**config.mk**
```make
export PLATFORM = sky130hd
export DESIGN_NAME = dp_sequencer
export DESIGN_NICKNAME = d
export VERILOG_FILES = /design/src/rtl/dp_sequencer.sv
export SDC_FILE = /design/constraint.sdc
export NUM_CORES = 1
export LEC_CHECK = 0
export BUFFER_PORTS_ARGS = -buffer_cell sky130_fd_sc_hd__buf_2
export CAP_MARGIN = 40
export CELL_PAD_IN_SITES_DETAIL_PLACEMENT = 1
export CELL_PAD_IN_SITES_GLOBAL_PLACEMENT = 2
export CORE_MARGIN = 5
export CORE_UTILIZATION = 31
export DETAILED_ROUTE_END_ITERATION = 8
export GPL_ROUTABILITY_DRIVEN = 0
export PLACE_DENSITY_LB_ADDON = 0.2
export RECOVER_POWER = 100
export SYNTH_ARGS = -nofsm -noshare
export SYNTH_HDL_FRONTEND = slang
export SYNTH_SLANG_ARGS = --single-unit
```
**constraint.sdc**
```tcl
create_clock -name CLK -period 2.39 [get_ports CLK]
set_input_delay 0.3585 -clock CLK [delete_from_list [all_inputs] [get_ports CLK]]
set_output_delay 0.3585 -clock CLK [all_outputs]
set_load 0.02 [all_outputs]
```
**src/rtl/dp_sequencer.sv**
```systemverilog
// Control sequencer for the 16-bit dual-ALU data path: accepts one instruction
// at a time and plays out its register-file / mux / ALU / output-load controls.
module dp_sequencer #(
  parameter int INSTR_W = 20,
  parameter int CNT_W   = 8
) (
  input  logic               CLK,
  input  logic               RST_N,
  input  logic               instr_valid,
  output logic               instr_ready,
  input  logic [INSTR_W-1:0] instr,
  output logic               busy,
  output logic               done,
  output logic               err,
  output logic [CNT_W-1:0]   instr_count,
  output logic               IE,
  output logic [3:0]         WAA,
  output logic               WEA,
  output logic [3:0]         WAB,
  output logic               WEB,
  output logic [3:0]         RAA,
  output logic               REA,
  output logic [3:0]         RAB,
  output logic               REB,
  output logic               OE,
  output logic [3:0]         S_ALU1,
  output logic [3:0]         S_ALU2,
  output logic [1:0]         dbg_state
);

  // Handshake: an instruction transfers on a rising edge where instr_valid and
  // instr_ready are both high; instr_ready is high only in IDLE, and
  // instr_valid seen in any other state is ignored.
  typedef enum logic [1:0] {
    IDLE = 2'd0,
    RD   = 2'd1,
    WR   = 2'd2,
    DONE = 2'd3
  } state_t;

  localparam logic [3:0] OP_NOP  = 4'd0;
  localparam logic [3:0] OP_LOAD = 4'd1;
  localparam logic [3:0] OP_ALU1 = 4'd2;
  localparam logic [3:0] OP_ALU2 = 4'd3;
  localparam logic [3:0] OP_OUT  = 4'd4;

  state_t     state, state_nxt;
  logic [3:0] op_q, fn_q, dst_q, srca_q, srcb_q;
  logic [3:0] op_in;
  logic       accept;

  assign op_in  = instr[19:16];
  assign accept = instr_valid && (state == IDLE);

  always_comb begin
    state_nxt = state;
    case (state)
      IDLE: begin
        if (accept) begin
          case (op_in)
            OP_LOAD:                 state_nxt = WR;
            OP_ALU1, OP_ALU2, OP_OUT: state_nxt = RD;
            default:                 state_nxt = DONE;
          endcase
        end
      end
      RD:      state_nxt = WR;
      WR:      state_nxt = DONE;
      DONE:    state_nxt = IDLE;
      default: state_nxt = IDLE;
    endcase
  end

  always_ff @(posedge CLK or negedge RST_N) begin
    if (!RST_N) begin
      state       <= IDLE;
      op_q        <= '0;
      fn_q        <= '0;
      dst_q       <= '0;
      srca_q      <= '0;
      srcb_q      <= '0;
      err         <= 1'b0;
      instr_count <= '0;
    end else begin
      state <= state_nxt;
      if (accept) begin
        op_q   <= op_in;
        fn_q   <= instr[15:12];
        dst_q  <= instr[11:8];
        srca_q <= instr[7:4];
        srcb_q <= instr[3:0];
        err    <= (op_in > OP_OUT);
      end
      // Legal ops retire either straight from IDLE (NOP) or out of WR.
      if ((accept && op_in == OP_NOP) || state == WR)
        instr_count <= instr_count + 1'b1;
    end
  end

  // Data-path controls depend only on state and the latched instruction.
  always_comb begin
    IE     = 1'b0;
    WAA    = '0;
    WEA    = 1'b0;
    WAB    = '0;
    WEB    = 1'b0;
    RAA    = '0;
    REA    = 1'b0;
    RAB    = '0;
    REB    = 1'b0;
    OE     = 1'b0;
    S_ALU1 = '0;
    S_ALU2 = '0;
    if (state == RD || state == WR) begin
      case (op_q)
        OP_LOAD: begin
          if (state == WR) begin
            IE  = 1'b1;
            WAB = dst_q;
            WEB = 1'b1;
          end
        end
        OP_ALU1, OP_OUT: begin
          RAA    = srca_q;
          RAB    = srcb_q;
          REA    = 1'b1;
          REB    = 1'b1;
          S_ALU1 = fn_q;
          if (state == WR && op_q == OP_ALU1) begin
            WAA = dst_q;
            WEA = 1'b1;
          end
          if (state == WR && op_q == OP_OUT)
            OE = 1'b1;
        end
        OP_ALU2: begin
          RAB    = srcb_q;
          REB    = 1'b1;
          S_ALU2 = fn_q;
          if (state == WR) begin
            WAB = dst_q;
            WEB = 1'b1;
          end
        end
        default: ;
      endcase
    end
  end

  assign instr_ready = (state == IDLE);
  assign busy        = (state != IDLE);
  assign done        = (state == DONE);
  assign dbg_state   = state;

endmodule

```
---- Yosys cells after proc, flatten, opt, wreduce, memory -nomap -nowiden ----
Index checks and enable logic that the tools add are counted.
operators by class
  $add $sub $neg .......................... 1
  $lt $le $gt $ge ......................... 1
  equality and inequality tests ........... 12
  muxes and demuxes ....................... 32
  reduce and logical (&&, ||, !) cells .... 13
operators with widths
  cell                 count
  $mux 4               14
  $eq 4x2->1 const B   4
  $mux 1               15
  $add 8x1->8 const B  1
  $eq 4x1->1 const B   2
  $eq 4x3->1 const B   2
  $pmux 2 s4           1
  $reduce_or 3->1      2
  $eq 2x2->1 const B   2
  $gt 4x3->1 const B   1
  $logic_and 1x1->1    4
  $logic_not 4->1      1
  $pmux 2 s2           1
  $reduce_or 2->1      2
  $eq 2x1->1 const B   1
  $logic_not 2->1      1
  $logic_or 1x1->1     2
  $mux 2               1
  $ne 2x1->1 const B   1
  $reduce_bool 2->1    1
word-level totals
  flip-flop bits (word level) ............. 31
  input bits .............................. 23
  output and inout port bits .............. 44
  word-level logic and storage cells ...... 67

---- Logic depth before layout (Yosys ltp) ----
Gate-level depths: netlist (run 1).
  depth after elaboration ................. 5
  gate-level depth with buffers ........... 6
  depth with buffers taken out ............ 6

---- Worst setup path after synthesis (run 1) ----
No wires, ideal clock.
  path type ............................... register -> output
  start ................................... register state[0], in the netlist dbg_state[0]
  end ..................................... output RAA[0]
  arrival time ............................ 1667 ps
  required time ........................... 2032 ps
  setup slack ............................. 365 ps
  cell stages (with the launch flop) ...... 6
  path buffers ............................ 0
  path through ............................ dfrtp_1 > inv_1 > ha_1 > nand2b_1 > a211oi_4 > and2_1
on the way
  cells in the longest elaborated chain, start to end .. 3
  elaborated cells on any way between the ends .. 4
  classes of those cells .................. eq/ne: 2; mux: 1; reduce/logical: 1
RTL lines
  item                                      line  RTL
  start, declared                           47    state_t state, state_nxt;
  start signal, assigned                    85    state <= state_nxt;
  $eq 2x1->1 or $eq 2x2->1 (tied branches)  114   if (state == RD || state == WR) begin
  $logic_or 1x1->1 (*)                      114
  $mux 4 (*)                                114
  end, declared                             21    output logic [3:0] RAA,
Mark *: on every way between the ends. The rest lies on a longest branch, timed or not.

---- Final worst setup path (run 1) ----
  start ................................... register state[0], in the netlist dbg_state[0]
  end ..................................... output S_ALU1[2]
on the way
  cells in the longest elaborated chain, start to end .. 3
  elaborated cells on any way between the ends .. 4
  classes of those cells .................. eq/ne: 2; mux: 1; reduce/logical: 1
RTL lines
  item                                      line  RTL
  $eq 2x1->1 or $eq 2x2->1 (tied branches)  114
  $logic_or 1x1->1 (*)                      114
  $mux 4 (*)                                114
  end, declared                             26    output logic [3:0] S_ALU1,
Marks and branches as above.

==> results of run 1 <==
## kinds of logic (layout without fill, tap and decap cells)
logic type,count (synthesis),in the layout,synth area share (%)
simple gates,55,55,22.3
xor+xnor,7,7,3.87
fa+ha+maj,4,4,3.16
mux,20,20,14.2
buf+inv,7,80,1.82
compound gates,11,11,5.69
flops,31,31,49.0
## stage by stage
stage,cells,hold WS (ns)
6_report,278,0.312
5_1_grt,278,0.311
4_1_cts,277,0.157
3_5_place_dp,270,0.460
3_3_place_gp,270,0.446
2_1_floorplan,135,0.0629
## synthesized netlist by cell type (all sizes together)
master,n,area [sq um]
nor2,1,6.26
and3b,1,8.76
inv,5,18.8
xnor2,4,35.0
a211oi,1,20.0
nand2b,4,27.5
xor2,3,26.3
nor4,1,6.26
and4bb,1,12.5
nor3,5,35.0
and3,4,25.0
mux2,19,214
a21o,1,8.76
nand4,4,25.0
buf,2,10.0
mux2i,1,10.0
dfrtp,31,776
nand2,8,30.0
a21oi,2,21.3
a31oi,1,6.26
o2bb2ai,1,8.76
and2,20,125
nand3,1,5.00
nor3b,4,40.0
ha,4,50.1
or3,1,6.26
o21ai,5,25.0
## worst max-delay path, stage by stage, from the launching register on
cell	delay [ns]
dfrtp_1	0.40
inv_1	0.08
ha_2	0.39
nand2b_4	0.09
a211oi_4	0.21
buf_4	0.19
and2_1	0.13
buf_2	0.16
## registers in the layout, summed over array words and instances, names as in the netlist
| register | cells |
|---|---|
| srca_q | 4 |
| err | 1 |
| srcb_q | 4 |
| op_q | 4 |
| instr_count | 8 |
| fn_q | 4 |
| dst_q | 4 |
| dbg_state | 2 |
## worst min-delay path by stage
stage	cells past startpoint	slack (ns)	to	from
final	2	0.31	fn_q[2]	instr[14]
after global routing	2	0.31	srca_q[3]	instr[7]
after CTS	1	0.16	instr_count[3]	RST_N
after detailed placement	1	0.46	instr_count[1]	RST_N
after global placement	1	0.45	instr_count[1]	RST_N
after floorplan	0	0.06	dbg_state[0]	RST_N
## area by class of cell
class	count	area [sq um]	share of cell area [%]
timing repair buffer	68	317	15.3
clock inverter	1	30.0	1.45
clock buffer	6	72.6	3.50
multi-input combinational	97	772	37.2
tap	70	87.6	4.22
inverter	5	18.8	0.905
sequential	31	776	37.4
## routing by layer
| layer | vias to the layer above | GRT usage (%) |
|---|---|---|
| met5 | - | 0 |
| met4 | 0 | 5.07 |
| met3 | 6 | 2.85 |
| met2 | 41 | 23.9 |
| met1 | 647 | 15.7 |
| li1 | 610 | - |
## power by group
part,switching [mW],total (mW),internal [mW]
Clock,0.190,0.495,0.305
Combinational,0.673,1.16,0.492
Sequential,0.221,0.993,0.772
Total,1.08,2.65,1.57
## repair_timing
item	CTS	global route
setup buffers	0	1
gates resized for setup	0	4
endpoints found under the setup margin	0	17
==> flow_summary.toml, run 1 <==
[routing]
final_antenna_net_count = 0
dr.pass1.iters = 4
topRoutingLayerUsed = "met4"
vias = 1304
drt-total-wl_mm = 4.13
routedWlPerCell_um = 14.9
routed-wl-met2_mm = 2.16
met1_length_mm = 1.64
drc = 0
drt_iter0_drc = 57
routed_via_density = 4.69
wl_met3_um = 272

[cells_and_area]
final_common_cell = "buf_2"
syn2layout_area_growth_pct = 31.0
mostFrequentLayoutCells = "buf_2 (45), dfrtp_1 (31), clkbuf_1 (22)"
final_nets = 235
drive_gt1_share_pct = 39.4
final_util_pct = 41.1
num-fill-cells = 608
design_area_sq_um = 2070
diodes = 0

[sta]
min_period_over_period_pct = 95.6
slew_violations = 32
worst-slew-pin-transition_ns = 1.70
tns_ns = 0
setup_viol = 0
hold_violations = 0
max_freq_ghz = 0.437
fin_skew_ns = 0.00703
setup_ws_ns = 0.104
post-route-min-period_ns = 2.29
relSlewSlack_pct = -13.4

[job]
drv_cap = 1

[worst_hold_path]
hp-class = "in2reg"

[global_route]
antenna_found_initial = 0
grt_overflow_total = 0
grt_use_total_pct = 13.4
grt_first_pass_wirelength_mm = 6.80
first_global_vias = 1457
grt_max_degree = 32

[pwr]
power_leakage_nw = 1.01
power_mw = 2.65
power-per-cell-area_nw_per_um2 = 1280
peakVddDrop_mv = 0.415

[setup_path]
startpoint = "dbg_state[0]"
r2r_start = "dbg_state[0]"
path_class = "reg2out"
cp-end-kind = "output port"
rr_worst_depth = 6
crit_required_ns = 2.03
timing.rr.end = "instr_count[6]"
cp_max_fo = 9
cp_data_arrival_time_ns = 1.93
r2r_setup_slack_ns = 0.63
start_kind = "flip-flop"
critPathCapture = "S_ALU1[2]"

[yosys]
synth_fp_nets = 162
syn_inst = 135
synth_cell_types = 32
yosys_warnings = 0
synth_area_sq_um = 1580
seq_area_frac_synth_pct = 49.0
syn_avg_cell_area_sq_um = 11.7
ys_ff_latch = 31

[floorplanning]
ios = 67
core-area_sq_um = 5040
start_util_pct = 31.4
fp.dieH_um = 81.5
std_cell_rows = 26
die_area_sq_um = 6630
die_w_um = 81.5

[clock_tree]
cts_tree = "built"
clk_pin_slew_ns = 0.06
cts_root_buf = "clkbuf_8"
clk_path_buf_depth = 2
cts-buffers-inserted = 5
cts_sinks = 31
hold_buffers = 0
htree_levels = 2
clkLatencyLatePin_ns = 0.28

[outcome]
outcome = "finished, violations left"
violations = "capacitance limit, slew limit"

[placement]
placed_cell_area_sq_um = 2000
pre_cts_ws_ns = 0.321
portBuffers = 66
hpwl_mm = 3.16
(Power assumes the default switching activity.)
==> run 2: changes to the inputs <==
CORE_UTILIZATION = 32   (was 31)
CTS_BUF_LIST = sky130_fd_sc_hd__clkbuf_4   (was not set)
==> run 2 against run 1 <==
Compared with the run above: the run still ends with capacitance limit, slew limit left; first-iteration DRC count fell by 30%; via count did not move; utilization increased by 1.8 points; clock skew down 0.0029 ns; total power down 6.2%; sequential power is 1% lower; critical path type unchanged; largest cell class is now multi-input gates.
==> flow_summary.toml, run 2 (synthesis gave the netlist of run 1 again) <==
[global_route]
antenna_found_initial = 0
first_global_vias = 1436
grt_first_pass_wirelength_mm = 6.71
grt_max_degree = 32
grt_overflow_total = 0
grt_use_total_pct = 13.2

[sta]
min_period_over_period_pct = 93.2
post-route-min-period_ns = 2.23
worst-slew-pin-transition_ns = 1.70
tns_ns = 0
setup_viol = 0
max_freq_ghz = 0.449
hold_slack_ns = 0.272
fin_skew_ns = 0.00416
slew_violations = 32
rsz0062_at_grt = "no"
relSlewSlack_pct = -13.2
hold_violations = 0

[pwr]
combPwrFrac_pct = 49.5
seqPwrFrac_pct = 39.5
p_int_mw = 1.42
power_frac_clock_pct = 11.0
power_leakage_nw = 0.978
p_switching_mw = 1.07
power-per-cell-area_nw_per_um2 = 1220
peakVddDrop_mv = 0.385
swShare_pct = 42.9

[outcome]
outcome = "finished, violations left"
violations = "capacitance limit, slew limit"

[clock_tree]
clk_path_buf_depth = 2
clkLatencyLatePin_ns = 0.31
cts_root_buf = "clkbuf_4"
cts_sinks = 31
clk_pin_slew_ns = 0.09
cts_tree = "built"
htree_levels = 2
hold_buffers = 0
cts-buffers-inserted = 5

[placement]
hpwl_mm = 3.09
placed_cell_area_sq_um = 1990
portBuffers = 66

[setup_path]
rr_worst_depth = 5
cp_num_cells = 7
cp_data_arrival_time_ns = 1.87
crit_required_ns = 2.03
cp_num_buf_inv = 3
crit_chain = "inv_1 > ha_4 > nand2b_2 > a211oi_4 > buf_4 > and2_1 > clkbuf_2"
max_stage_delay_ns = 0.37
cp_slowest_cell = "dfrtp_1"
cp-end-kind = "output port"
cp_max_fo = 5
start_kind = "flip-flop"
path_class = "reg2out"
path_delay_family = "buffers and inverters"

[floorplanning]
std_cell_rows = 25
fp.dieH_um = 80.3
die_w_um = 80.3
ios = 67
die_area_sq_um = 6450
start_util_pct = 33.3
core-area_sq_um = 4750

[routing]
routed_via_density = 4.71
drc = 0
final_antenna_net_count = 0
vias = 1304
drt-total-wl_mm = 3.96
dr.pass1.iters = 4
drt_iter0_drc = 40
routedWlPerCell_um = 14.3

[cells_and_area]
diodes = 0
design_area_sq_um = 2040
mostFrequentLayoutCells = "dfrtp_1 (31), buf_2 (28), clkbuf_1 (24)"
seq_area_sq_um = 776
num-fill-cells = 571
drive_gt1_share_pct = 39.0
syn2layout_area_growth_pct = 28.9
final_common_cell = "dfrtp_1"
largest_reg_flops = 8
multi_input_comb_area_sq_um = 781
final_nets = 238
top_register = "instr_count"

[worst_hold_path]
min_path_cells = 2
hp-class = "in2reg"

[job]
drv_cap = 1
## run 2: changes by cell type in the layout (fill, tap and decap cells not counted), sizes merged
cell	delta
clkbuf	+17
buf	-14
bufinv	-1
## run 2: power by group through the flow
stage	clock [mW]	sequential, mW	combinational, mW
finish	0.274	0.983	1.23
floorplan	0	1.02	0.769
detailed placement	0	1.00	1.19
CTS	0.298	0.987	1.27
global route	0.316	1.02	1.36
global placement	0	0.977	1.15
## run 2: final cells by class
cell class | instances | area share (%)
clock buffer | 6 | 2.21
inverter | 5 | 0.920
multi-input combinational | 97 | 38.3
sequential | 31 | 38.0
tap | 67 | 4.11
timing repair buffer | 71 | 16.4
## run 2: layer usage
| metal | global-route usage, % | vias to the layer above | share of wire [%] |
|---|---|---|---|
| li1 | - | 616 | - |
| met3 | 4.37 | 4 | 7.2 |
| met4 | 4.56 | 0 | 0.98 |
| met1 | 14.2 | 648 | 38 |
| met2 | 24.2 | 36 | 53 |
| met5 | 0 | - | 0 |
## run 2: path summary, 6_finish.rpt
kind,from,to,slack (ns)
setup / recovery,dbg_state[0],RAA[1],0.16
hold / removal,instr[9],dst_q[1],0.27
setup reg to reg,dbg_state[0],srcb_q[1],0.26
max in group asynchronous,RST_N,srcb_q[2],0.93
min in group asynchronous,RST_N,dst_q[2],0.48
hold reg to reg,instr_count[7],instr_count[7],0.48
## run 2: through the flow
step	setup WS, ns	power (mW)	instances	util (%)
floorplan	0.365	1.79	135	-
global placement	0.373	2.13	267	41.9
global route	0.0235	2.70	277	42.9
finish	0.162	2.49	277	42.9
detailed placement	0.311	2.19	267	41.9
CTS	0.0219	2.55	276	43.7
## run 2: what timing repair did
action | 4_1_cts | 5_1_grt
gates resized for setup | 2 | 4
setup buffers | 3 | 1
endpoints found under the setup margin | 12 | 17
pin swaps | 1 | 0
